File: config.mk
export PLATFORM = sky130hd
export DESIGN_NAME = alu_op_sequencer
export DESIGN_NICKNAME = d
export VERILOG_FILES = /design/src/rtl/alu_op_sequencer.sv
export SDC_FILE = /design/constraint.sdc
export NUM_CORES = 1
export LEC_CHECK = 0
export ABC_AREA = 1
export CAP_MARGIN = 20
export CELL_PAD_IN_SITES_DETAIL_PLACEMENT = 0
export CELL_PAD_IN_SITES_GLOBAL_PLACEMENT = 2
export CORE_ASPECT_RATIO = 1.25
export CORE_MARGIN = 2
export CORE_UTILIZATION = 22
export DETAILED_ROUTE_END_ITERATION = 8
export MAX_ROUTING_LAYER = met4
export PLACE_DENSITY_LB_ADDON = 0.2
export REMOVE_ABC_BUFFERS = 1
export SYNTH_ARGS = -nofsm -noshare
export SYNTH_HDL_FRONTEND = slang
export SYNTH_SLANG_ARGS = --single-unit
File: constraint.sdc
create_clock -name CLK -period 4.1 [get_ports CLK]
set_input_delay 0.41 -clock CLK [delete_from_list [all_inputs] [get_ports CLK]]
set_output_delay 0.41 -clock CLK [all_outputs]
set_load 0.03 [all_outputs]
File: src/rtl/alu_op_sequencer.sv
`default_nettype none
// ============================================================================
// Module      : alu_op_sequencer
// Description : Command front-end for the ALU unit bank (arith / logic / cmp /
//               shift). Accepts one operation over a valid/ready handshake,
//               latches its operands and function onto the shared unit bus,
//               pulses the selected unit's enable for one cycle, captures that
//               unit's registered result and flag, and presents them over a
//               second valid/ready handshake. Completed results are counted.
//
// Ports       : CLK          clock, all state on the rising edge
//               RST          asynchronous reset, active-low
//               CMD_VALID    command valid
//               CMD_READY    command ready (high only in IDLE, out of reset)
//               CMD_A/CMD_B  command operands            [WIDTH]
//               CMD_FUN      [3:2] unit select, [1:0] unit op
//               ALU_A/ALU_B  operands to all units       [WIDTH]
//               ALU_OP       op code to all units        [2]
//               *_EN         unit enables, one-hot or zero
//               *_OUT        registered unit results     [WIDTH]
//               *_FLAG       registered unit valid flags
//               RES_VALID    result valid
//               RES_READY    result consumed on VALID & READY
//               RES_DATA     captured result             [WIDTH]
//               RES_ERR      selected unit flag was low at capture
//               OP_COUNT     completed-result counter    [CNT_W], wraps
//
// Revision    : 1.0 - initial release
// ============================================================================
module alu_op_sequencer #(
  parameter int WIDTH = 16,
  parameter int CNT_W = 8
) (
  input  logic             CLK,
  input  logic             RST,
  // command side
  input  logic             CMD_VALID,
  output logic             CMD_READY,
  input  logic [WIDTH-1:0] CMD_A,
  input  logic [WIDTH-1:0] CMD_B,
  input  logic [3:0]       CMD_FUN,
  // unit bank side
  output logic [WIDTH-1:0] ALU_A,
  output logic [WIDTH-1:0] ALU_B,
  output logic [1:0]       ALU_OP,
  output logic             ARITH_EN,
  output logic             LOGIC_EN,
  output logic             CMP_EN,
  output logic             SHIFT_EN,
  input  logic [WIDTH-1:0] ARITH_OUT,
  input  logic [WIDTH-1:0] LOGIC_OUT,
  input  logic [WIDTH-1:0] CMP_OUT,
  input  logic [WIDTH-1:0] SHIFT_OUT,
  input  logic             ARITH_FLAG,
  input  logic             LOGIC_FLAG,
  input  logic             CMP_FLAG,
  input  logic             SHIFT_FLAG,
  // result side
  output logic             RES_VALID,
  input  logic             RES_READY,
  output logic [WIDTH-1:0] RES_DATA,
  output logic             RES_ERR,
  output logic [CNT_W-1:0] OP_COUNT
);

  localparam logic [1:0] C_UNIT_ARITH = 2'b00;
  localparam logic [1:0] C_UNIT_LOGIC = 2'b01;
  localparam logic [1:0] C_UNIT_CMP   = 2'b10;
  localparam logic [1:0] C_UNIT_SHIFT = 2'b11;

  typedef enum logic [1:0] {
    S_IDLE    = 2'd0,
    S_ISSUE   = 2'd1,
    S_CAPTURE = 2'd2,
    S_DONE    = 2'd3
  } state_t;

  state_t           r_state;
  state_t           w_state_nxt;
  logic             w_cmd_ready;
  logic             w_accept;
  logic             w_capture;
  logic             w_complete;

  logic [WIDTH-1:0] r_alu_a;
  logic [WIDTH-1:0] r_alu_b;
  logic [1:0]       r_alu_op;
  logic [1:0]       r_unit;
  logic [3:0]       r_en;        // {shift, cmp, logic, arith}
  logic             r_res_valid;
  logic [WIDTH-1:0] r_res_data;
  logic             r_res_err;
  logic [CNT_W-1:0] r_op_count;

  logic [WIDTH-1:0] w_sel_out;
  logic             w_sel_flag;

  // --------------------------------------------------------------------------
  // State register
  // --------------------------------------------------------------------------
  always_ff @(posedge CLK or negedge RST) begin
    if (!RST) begin
      r_state <= S_IDLE;
    end else begin
      r_state <= w_state_nxt;
    end
  end

  // --------------------------------------------------------------------------
  // Next-state and control decode
  // --------------------------------------------------------------------------
  always_comb begin
    w_state_nxt = r_state;
    w_cmd_ready = 1'b0;
    w_accept    = 1'b0;
    w_capture   = 1'b0;
    w_complete  = 1'b0;
    case (r_state)
      S_IDLE: begin
        // Gated by RST so that ready stays low for the whole reset interval,
        // even though the state register already reads IDLE.
        w_cmd_ready = RST;
        if (CMD_VALID) begin
          w_accept    = 1'b1;
          w_state_nxt = S_ISSUE;
        end
      end
      S_ISSUE: begin
        w_state_nxt = S_CAPTURE;
      end
      S_CAPTURE: begin
        w_capture   = 1'b1;
        w_state_nxt = S_DONE;
      end
      S_DONE: begin
        if (RES_READY) begin
          w_complete  = 1'b1;
          w_state_nxt = S_IDLE;
        end
      end
      default: begin
        w_state_nxt = S_IDLE;
      end
    endcase
  end

  // --------------------------------------------------------------------------
  // Result select: the unit registered its result on the edge that ended
  // ISSUE, so during CAPTURE its OUT/FLAG reflect this command.
  // --------------------------------------------------------------------------
  always_comb begin
    w_sel_out  = ARITH_OUT;
    w_sel_flag = ARITH_FLAG;
    case (r_unit)
      C_UNIT_ARITH: begin
        w_sel_out  = ARITH_OUT;
        w_sel_flag = ARITH_FLAG;
      end
      C_UNIT_LOGIC: begin
        w_sel_out  = LOGIC_OUT;
        w_sel_flag = LOGIC_FLAG;
      end
      C_UNIT_CMP: begin
        w_sel_out  = CMP_OUT;
        w_sel_flag = CMP_FLAG;
      end
      C_UNIT_SHIFT: begin
        w_sel_out  = SHIFT_OUT;
        w_sel_flag = SHIFT_FLAG;
      end
      default: begin
        w_sel_out  = ARITH_OUT;
        w_sel_flag = ARITH_FLAG;
      end
    endcase
  end

  // --------------------------------------------------------------------------
  // Datapath registers
  // --------------------------------------------------------------------------
  always_ff @(posedge CLK or negedge RST) begin
    if (!RST) begin
      r_alu_a     <= '0;
      r_alu_b     <= '0;
      r_alu_op    <= '0;
      r_unit      <= '0;
      r_en        <= '0;
      r_res_valid <= 1'b0;
      r_res_data  <= '0;
      r_res_err   <= 1'b0;
      r_op_count  <= '0;
    end else begin
      // Accept only happens in IDLE, so the enable is high exactly for the
      // ISSUE cycle and is cleared on the edge into CAPTURE.
      if (w_accept) begin
        r_alu_a  <= CMD_A;
        r_alu_b  <= CMD_B;
        r_alu_op <= CMD_FUN[1:0];
        r_unit   <= CMD_FUN[3:2];
        r_en     <= 4'b0001 << CMD_FUN[3:2];
      end else begin
        r_en     <= '0;
      end

      if (w_capture) begin
        r_res_data  <= w_sel_out;
        r_res_err   <= ~w_sel_flag;
        r_res_valid <= 1'b1;
      end else if (w_complete) begin
        r_res_valid <= 1'b0;
        r_op_count  <= r_op_count + CNT_W'(1);
      end
    end
  end

  assign CMD_READY = w_cmd_ready;
  assign ALU_A     = r_alu_a;
  assign ALU_B     = r_alu_b;
  assign ALU_OP    = r_alu_op;
  assign ARITH_EN  = r_en[0];
  assign LOGIC_EN  = r_en[1];
  assign CMP_EN    = r_en[2];
  assign SHIFT_EN  = r_en[3];
  assign RES_VALID = r_res_valid;
  assign RES_DATA  = r_res_data;
  assign RES_ERR   = r_res_err;
  assign OP_COUNT  = r_op_count;

endmodule
`default_nettype wire
After elaboration in Yosys (flattened, before gate mapping)
Index checks and enable logic that the tools add are counted.
W data, S select, Z words.
{"block": "classes", "add_sub_neg": 1, "n_eq_ne": 8, "shifts": 1, "n_mux": 14, "bitwise": 2, "n_reduce_logical": 5}
{"cell": "$pmux W16 S4", "n": 1}
{"cell": "$add A8 B1 Y8 const B", "n": 1}
{"cell": "$eq A2 B2 Y1 const B", "n": 4}
{"cell": "$mux W1", "n": 8}
{"cell": "$pmux W2 S4", "n": 1}
{"cell": "$eq A2 B1 Y1 const B", "n": 2}
{"cell": "$logic_not A2 Y1", "n": 2}
{"cell": "$mux W2", "n": 2}
{"cell": "$mux W4", "n": 1}
{"cell": "$ne A2 B2 Y1 const B", "n": 2}
{"cell": "$pmux W1 S4", "n": 1}
{"cell": "$reduce_and A2 Y1", "n": 2}
{"cell": "$shl A1 B2 Y4 const A", "n": 1}
{"cell": "$not A1 Y1", "n": 2}
{"cell": "$reduce_bool A2 Y1", "n": 1}
{"block": "totals", "reg_bits": 68, "output_inout_bits": 65, "word_cells": 41}

Depth between registers and ports, before layout
Gate-level depths: netlist (run 1).
{"block": "depth", "ltp_word": 4, "ltp_mapped": 9, "ltp_nobuf": 8}

Least setup slack after synthesis (run 1)
Ideal clock, no wire load.
{"block": "synth_timing", "path_type": "reg-to-reg", "from": "reg r_state[0]", "to": "reg r_op_count[6], in the netlist OP_COUNT[6]", "t_arrival_ps": 1304, "setup_slack_ps": 2678, "path_stages_with_launch": 10, "period_less_slack_ps": 1422, "path_cell_list": "dfrtp_1 inv_1 ha_1 buf_2 inv_2 nand3_2 nor2_1 nand3_1 nand2_1 nand2_1"}
{"block": "synth_via", "elab_chain_cells": 4}
{"element": "start, declared", "line_no": "78", "rtl": "state_t r_state;"}
{"element": "start signal, assigned", "line_no": "105", "rtl": "r_state <= w_state_nxt;"}
{"element": "$eq A2 B2 Y1", "line_no": "118", "rtl": "case (r_state)"}
{"element": "$mux W1", "line_no": "118"}
{"element": "named net w_capture", "line_no": "82", "rtl": "logic w_capture;"}
{"element": "$not A1 Y1 (no source line)"}
{"element": "$reduce_and A2 Y1 (no source line)"}
{"element": "end signal, assigned", "line_no": "211", "rtl": "r_op_count <= r_op_count + CNT_W'(1);"}
{"element": "end, declared", "line_no": "93", "rtl": "logic [CNT_W-1:0] r_op_count;"}
The timed path passes the listed nets, and every way through them passes these cells.
A chain may end at the register's enable or synchronous reset.

Worst setup path in the final report (run 1)
{"block": "layout_timing", "from": "reg r_state[0]", "to": "out CMD_READY"}
{"block": "layout_via", "elab_chain_cells": 2}
{"element": "$logic_not A2 Y1", "line_no": "118"}
{"element": "$mux W1", "line_no": "118"}
{"element": "end, declared", "line_no": "38", "rtl": "output logic CMD_READY,"}
Every way passes these cells.

==> summary.md, run 1 <==
| Metric | Value |
|---|---|
| Status | finished, final reports clean |
| Placed wire-length estimate | 7260 µm |
| Max cap viols | 0 |
| HP Class | primary input to async pin |
| Initial core utilization | 22.3% |
| Met1 Track Usage GR | approximately 16% |
| Antenna violation net count after detailed routing | 0 |
| First-pass GRT wire length | around 16000 µm |
| Hold_buf cts | 0 |
| Final setup TNS | 0 ns |
| Die span in x | between 100 and 150 µm |
| Multi-input logic area | ~0.0014 mm² |
| Worst slew margin | 33.5% |
| Worst Path Max Fanout | 3 |
| Startpoint Class | flop |
| # fillers | between 1.5k and 2k |
| H-tree depth | 3 |
| Setup ws final | 1.87 ns |
| CTS Root Cell | clkbuf_16 |
| Clock skew | around 0.0063 ns |
| Postcts setup bufs | 0 |
| Max Slew Vio Count | 0 |
| Io pins | 173 |
| Final core utilization | between 30% and 40% |
| First-pass DRT Iterations | 4 |
| CTS Buffer Depth | 2 |
| WL/cell | roughly 13 µm |
| Met2 Track Usage GR | 20.0% |
| Layout cells sized above 1 | about 6.3% |
| Kind of critical path | flop to output port |
| CTS tree | built |
| Register-to-register setup slack | around 1.9 ns |
| Measured slew at the worst slew-check pin | about 1.0 ns |
| Clk slew on worst S/H paths | 0.06 ns |
| Critical R2R Capture | r_en[1] |
| Power density over the cells | 742 mW/mm² |
| Grt met3 use | 4.56% |
| Hold slack final | between 0.3 and 0.4 ns |
| Synth warn | 0 |
| Iter 0 DRT Violations | 173 |
| Min Tclk post-route | roughly 2.2 ns |
| Total power draw | 3.98 mW |
| GPL Wtd Cong | 0.725 |
| Final Instance Count excl. Fillers | 768 |
| Lkg Pwr | 2.47 nW |
| Setup Viol. Count Final | 0 |
| Largest net degree at the start of global routing | 69 |
| Commonest non-fill, non-tap cell in the layout | clkdlybuf4s50_1 |
| Cell count after synthesis | 415 |
| Peak supply drop | between 0.0002 and 0.00025 V |
| R2R depth | 7 |
| Top Usage Layer GRT | met2 |
| Drc violations | 0 |
| Final instance area | around 0.0054 mm² |
| Total Routing Usage GR | between 10 and 15% |
| Nets | 695 |
| Sink Count | 68 |
| Post-DP Area | 0.00511 mm² |
| Core area | ~0.015 mm² |
| CTS buffer count | 9 |
| Post-CTS sizing | 0 |
| Crit. End Element | output port |
| Grt total ovfl | 0 |
| Worst EP required | 3.69 ns |
| Tcrit/Tclk final | 54.5% |
| Register area share after synthesis | about half |
| FF+latch count, synth | 68 |
| Clock insertion delay at the later pin of the skew report | 0.33 ns |
| Port bufs | ~170 |
| Max Freq | 448 MHz |
| Initial antenna violation count | 0 |
| Vias in the first global route | 3173 |
| Die ar. | around 0.016 mm² |
| Netlist cell types | 28 |
| Post-Route WL | 10000 µm |
| Diode count | 0 |
| RSZ-0062 raised after global routing | false |
| Mapped cell area | 0.00330 mm² |
| Arrival time worst endpoint | 1.82 ns |
| Inst Count DP | 753 |
| Area grow syn2layout | 62.8% |
| Hold Vio Cnt, Final | 0 |
| Routed via count | 3205 |
| Row count | 50 |
| Syn avg cell area | between 7 and 8 µm² |
| Commonest non-fill, non-tap cells in the layout | clkdlybuf4s50_1, nand2_1, dfrtp_1 |
| Reg area | 0.00170 mm² |
| R2r startpoint | r_state[0] |
| Via/cell ratio | between 4 and 5 |
| Place WS | 1.59 ns |
| Die H | 141 µm |
worst max-delay path by stage:
| stage | from | endpoint | slack (ns) | cells after the start |
|---|---|---|---|---|
| global placement | CMD_VALID | r_unit[0] | 1.64 | 6 |
| CTS | r_state[0] | r_en[1] | 1.79 | 7 |
| detailed placement | CMD_VALID | r_unit[1] | 1.59 | 6 |
| floorplan | r_state[0] | r_unit[0] | 2.19 | 6 |
| global route | r_state[0] | r_unit[0] | 1.51 | 7 |
| finish | r_state[0] | CMD_READY | 1.87 | 5 |
cells in the mapped netlist (all sizes together):
| library cell | count | area share (%) |
|---|---|---|
| nand2 | 177 | 21 |
| dfrtp | 68 | 52 |
| nor2 | 60 | 7.1 |
| nand3 | 51 | 7.9 |
| inv | 17 | 2.2 |
| buf | 13 | 3.5 |
| o21ai | 8 | 1.2 |
| clkbuf | 6 | 1.3 |
| ha | 5 | 1.9 |
| nand4 | 2 | 0.38 |
| xnor2 | 2 | 0.53 |
| xor2 | 2 | 0.53 |
| a21oi | 1 | 0.15 |
| nand3b | 1 | 0.23 |
| nor3 | 1 | 0.15 |
| o22ai | 1 | 0.19 |
sequential cells by signal (all words and copies together) (netlist names):
register / cells
ALU_A: 16
ALU_B: 16
RES_DATA: 16
OP_COUNT: 8
r_en: 4
ALU_OP: 2
r_state: 2
r_unit: 2
RES_ERR: 1
RES_VALID: 1
layer usage:
layer,up-vias,part of all wire [%]
met1,1428,46
met2,135,45
met3,10,8.6
li1,1632,-
met5,-,0
met4,0,1.1
worst max-delay path: stages (launching register included):
cell and delay (ns):
dfrtp_1 0.40, inv_1 0.11, ha_1 0.21, nand2_1 0.06, inv_1 0.06, clkdlybuf4s50_1 0.66
kinds of logic after synthesis:
family	Yosys count	share of synthesized area [%]
simple gates	292	37.0
flops	68	51.6
buf+inv	36	6.94
compound gates	10	1.55
fa+ha+maj	5	1.90
xor+xnor	4	1.06
power by group:
part	internal (mW)	leakage [nW]	switching (mW)	total [mW]
clock	0.402	0.124	0.283	0.685
sequential	0.962	0.837	0.239	1.20
combinational	0.839	1.50	1.26	2.10
area by class of cell:
cell class                      instances  area share [%]
Timing Repair Buffer                  175            32.4
Sequential cell                        68            31.7
Multi-Input combinational cell        311            25.5
Clock buffer                           10            4.26
Tap cell                              182            4.24
Inverter                               17            1.33
Clock inverter                          5           0.559
Note: power is estimated with default switching activity, not from simulation.
==> run 2, diff against run 1 <==
--- a/config.mk
+++ b/config.mk
@@ -11,7 +11,7 @@
 export CELL_PAD_IN_SITES_GLOBAL_PLACEMENT = 2
 export CORE_ASPECT_RATIO = 1.25
 export CORE_MARGIN = 2
-export CORE_UTILIZATION = 22
+export CORE_UTILIZATION = 21
 export DETAILED_ROUTE_END_ITERATION = 8
 export MAX_ROUTING_LAYER = met4
 export PLACE_DENSITY_LB_ADDON = 0.2
==> constraint.sdc (replaced) <==
create_clock -name CLK -period 2.1 [get_ports CLK]
set_input_delay 0.21 -clock CLK [delete_from_list [all_inputs] [get_ports CLK]]
set_output_delay 0.21 -clock CLK [all_outputs]
set_load 0.03 [all_outputs]
==> summary.md, run 2 (synthesis gave the netlist of run 1 again) <==
| Metric | Value |
|---|---|
| Iter 0 DRT Violations | 160 (-7.5%) |
| Vias in the first global route | 3070 (-3.2%) |
| Total Routing Usage GR | 12.4% (-0.62 points) |
| Routed via count | 3206 (+0.031%) |
| CTS tree | built |
| First-pass GRT wire length | 15600 µm (-1.2%) |
| Delay-heaviest family, CP | buffers and inverters |
| Sink Count | 68 (unchanged) |
| Lkg Pwr | 2.54 nW (+3.1%) |
| Drc violations | 0 (unchanged) |
| Final setup TNS | 0 ns (unchanged) |
| Diode count | 0 (unchanged) |
| Kind of critical path | flop to output port |
| Tcrit/Tclk final | 79.2% |
| Final core utilization | 35.6% (-0.63 points) |
| Max Slew Vio Count | 0 (unchanged) |
| CTS Root Cell | clkbuf_16 |
| WL/cell | 12.7 µm (-2.8%) |
| Core area | 0.0155 mm² (+4.6%) |
| HP Class | primary input to flop |
| Row count | 51 (+2.0%) |
| Final instance area | 0.00552 mm² (+2.7%) |
| Crit. End Element | output port |
| Layout cells sized above 1 | 7.26% (+0.95 points) |
| Worst Path Max Fanout | 6 (+3) |
| Post-Route WL | 10200 µm (+1.7%) |
| Placed wire-length estimate | 7520 µm (+3.6%) |
| # fillers | 1625 (+4.8%) |
| Commonest non-fill, non-tap cells in the layout | clkdlybuf4s50_1, nand2_1, dfrtp_1 |
| Peak supply drop | 0.000488 V (+120%) |
| Postcts setup bufs | 0 (unchanged) |
| Antenna violation net count after detailed routing | 0 (unchanged) |
| Commonest non-fill, non-tap cell in the layout | clkdlybuf4s50_1 |
| Grt total ovfl | 0 (unchanged) |
| CTS Buffer Depth | 2 (unchanged) |
| Largest net degree at the start of global routing | 40 (-42%) |
| Setup Viol. Count Final | 0 (unchanged) |
| Hold slack final | 0.418 ns (+0.108 ns) |
| Bufs and invs on worst path | 1 (-2) |
| Worst EP required | 1.89 ns (-1.80 ns) |
| CTS buffer count | 9 (unchanged) |
| Min Tclk post-route | 1.66 ns |
| Area grow syn2layout | 67.2% |
| Via/cell ratio | 3.99 (-4.4%) |
| Arrival time worst endpoint | 1.45 ns (-0.37 ns) |
| Crit path largest cell delay | 0.70 ns (+0.04 ns) |
| Max Freq | 601 MHz |
| Die H | 144 µm (+2.3%) |
| Clk slew on worst S/H paths | 0.06 ns (about the same) |
| Measured slew at the worst slew-check pin | 0.520 ns (-0.478 ns) |
| Worst slew margin | 65.4% (+32 points) |
| Status | finished, final reports clean |
| Power density over the cells | 1480 mW/mm² (+99%) |
| Startpoint Class | flop |
| Crit-path slowest cell | clkdlybuf4s50_1 |
| Initial antenna violation count | 0 (unchanged) |
| Die ar. | 0.0167 mm² (+4.6%) |
| Nets | 700 (+0.72%) |
| Clock skew | 0.00507 ns (-0.00123 ns) |
| Die span in x | 116 µm (+2.3%) |
| Clock insertion delay at the later pin of the skew report | 0.33 ns (about the same) |
| Io pins | 173 (unchanged) |
| Port bufs | 172 (unchanged) |
| First-pass DRT Iterations | 6 (+2) |
| Post-DP Area | 0.00518 mm² (+1.3%) |
| Max cap viols | 0 (unchanged) |
| Initial core utilization | 21.3% (-0.98 points) |
| GPL Wtd Cong | 0.690 (-4.8%) |
| CP Cell Sequence | clkdlybuf4s50_1 |
| RSZ-0062 raised after global routing | false |
| H-tree depth | 3 (unchanged) |
| Hold Vio Cnt, Final | 0 (unchanged) |
==> run 2: cell types whose count changed in the layout (fill, tap and decap cells not counted) <==
cell             previous run  this run
clkinv_2                    3         2
clkinv_4                    0         2
dlymetal6s2s_1              0         1
clkdlybuf4s50_1           171       170
bufinv_16                   0         2
clkbuf_1                    1         0
dlygate4sd3_1               0         1
clkbuf_8                    0         1
buf_4                       4         8
clkinvlp_4                  2         0
==> run 2: area by class of cell <==
cell class                 count  area (µm²)  area share (%)
clock buffer                  10         239            4.33
clock inverter                 6        87.6            1.59
inverter                      17        71.3            1.29
multi-input combinational    311        1370            24.8
sequential                    68        1700            30.8
tap                          212         265            4.81
timing repair buffer         180        1780            32.3
==> run 2: routing by layer <==
metal  up-vias  wire length (µm)  global-route usage [%]  share of wire [%]
li1       1638                 -                       -                  -
met1      1416              4520                    15.7                 44
met2       146              4460                    18.4                 44
met3         6              1100                    4.61                 11
met4         0                99                    3.51               0.97
met5         -                 0                       -                  0
==> run 2: timing repair <==
item                       CTS  global route
gates resized for setup      0             1
setup endpoints to repair    0             1
hold endpoints to repair    29             0
hold buffers                 1             0
==> run 2: worst paths after layout <==
| path | startpoint | endpoint | slack, ns | cells past startpoint |
|---|---|---|---|---|
| worst min register to register | ALU_A[9] | ALU_A[9] | 0.48 | 2 |
| min in group asynchronous | RST | OP_COUNT[2] | 0.49 | 3 |
| worst min-delay path | CMD_B[0] | ALU_B[0] | 0.42 | 3 |
| worst max-delay path | OP_COUNT[5] | OP_COUNT[5] | 0.44 | 1 |
| max in group asynchronous | RST | ALU_A[6] | 0.72 | 4 |
| worst max register to register | r_state[0] | OP_COUNT[6] | 0.58 | 8 |
==> run 2: report_power, final <==
group          switching, mW  total (mW)  internal [mW]
clock network          0.574        1.65           1.07
registers              0.342        2.22           1.88
logic                   2.60        4.28           1.67
==> run 2: metrics by stage <==
| step | setup WS, ns | power, mW | cells |
|---|---|---|---|
| CTS | 0.0698 | 8.30 | 804 |
| floorplan | 0.191 | 4.71 | 396 |
| detailed placement | 0.429 | 6.59 | 787 |
| global placement | 0.437 | 6.55 | 787 |
| global route | 0.357 | 8.79 | 804 |
| finish | 0.437 | 8.14 | 804 |
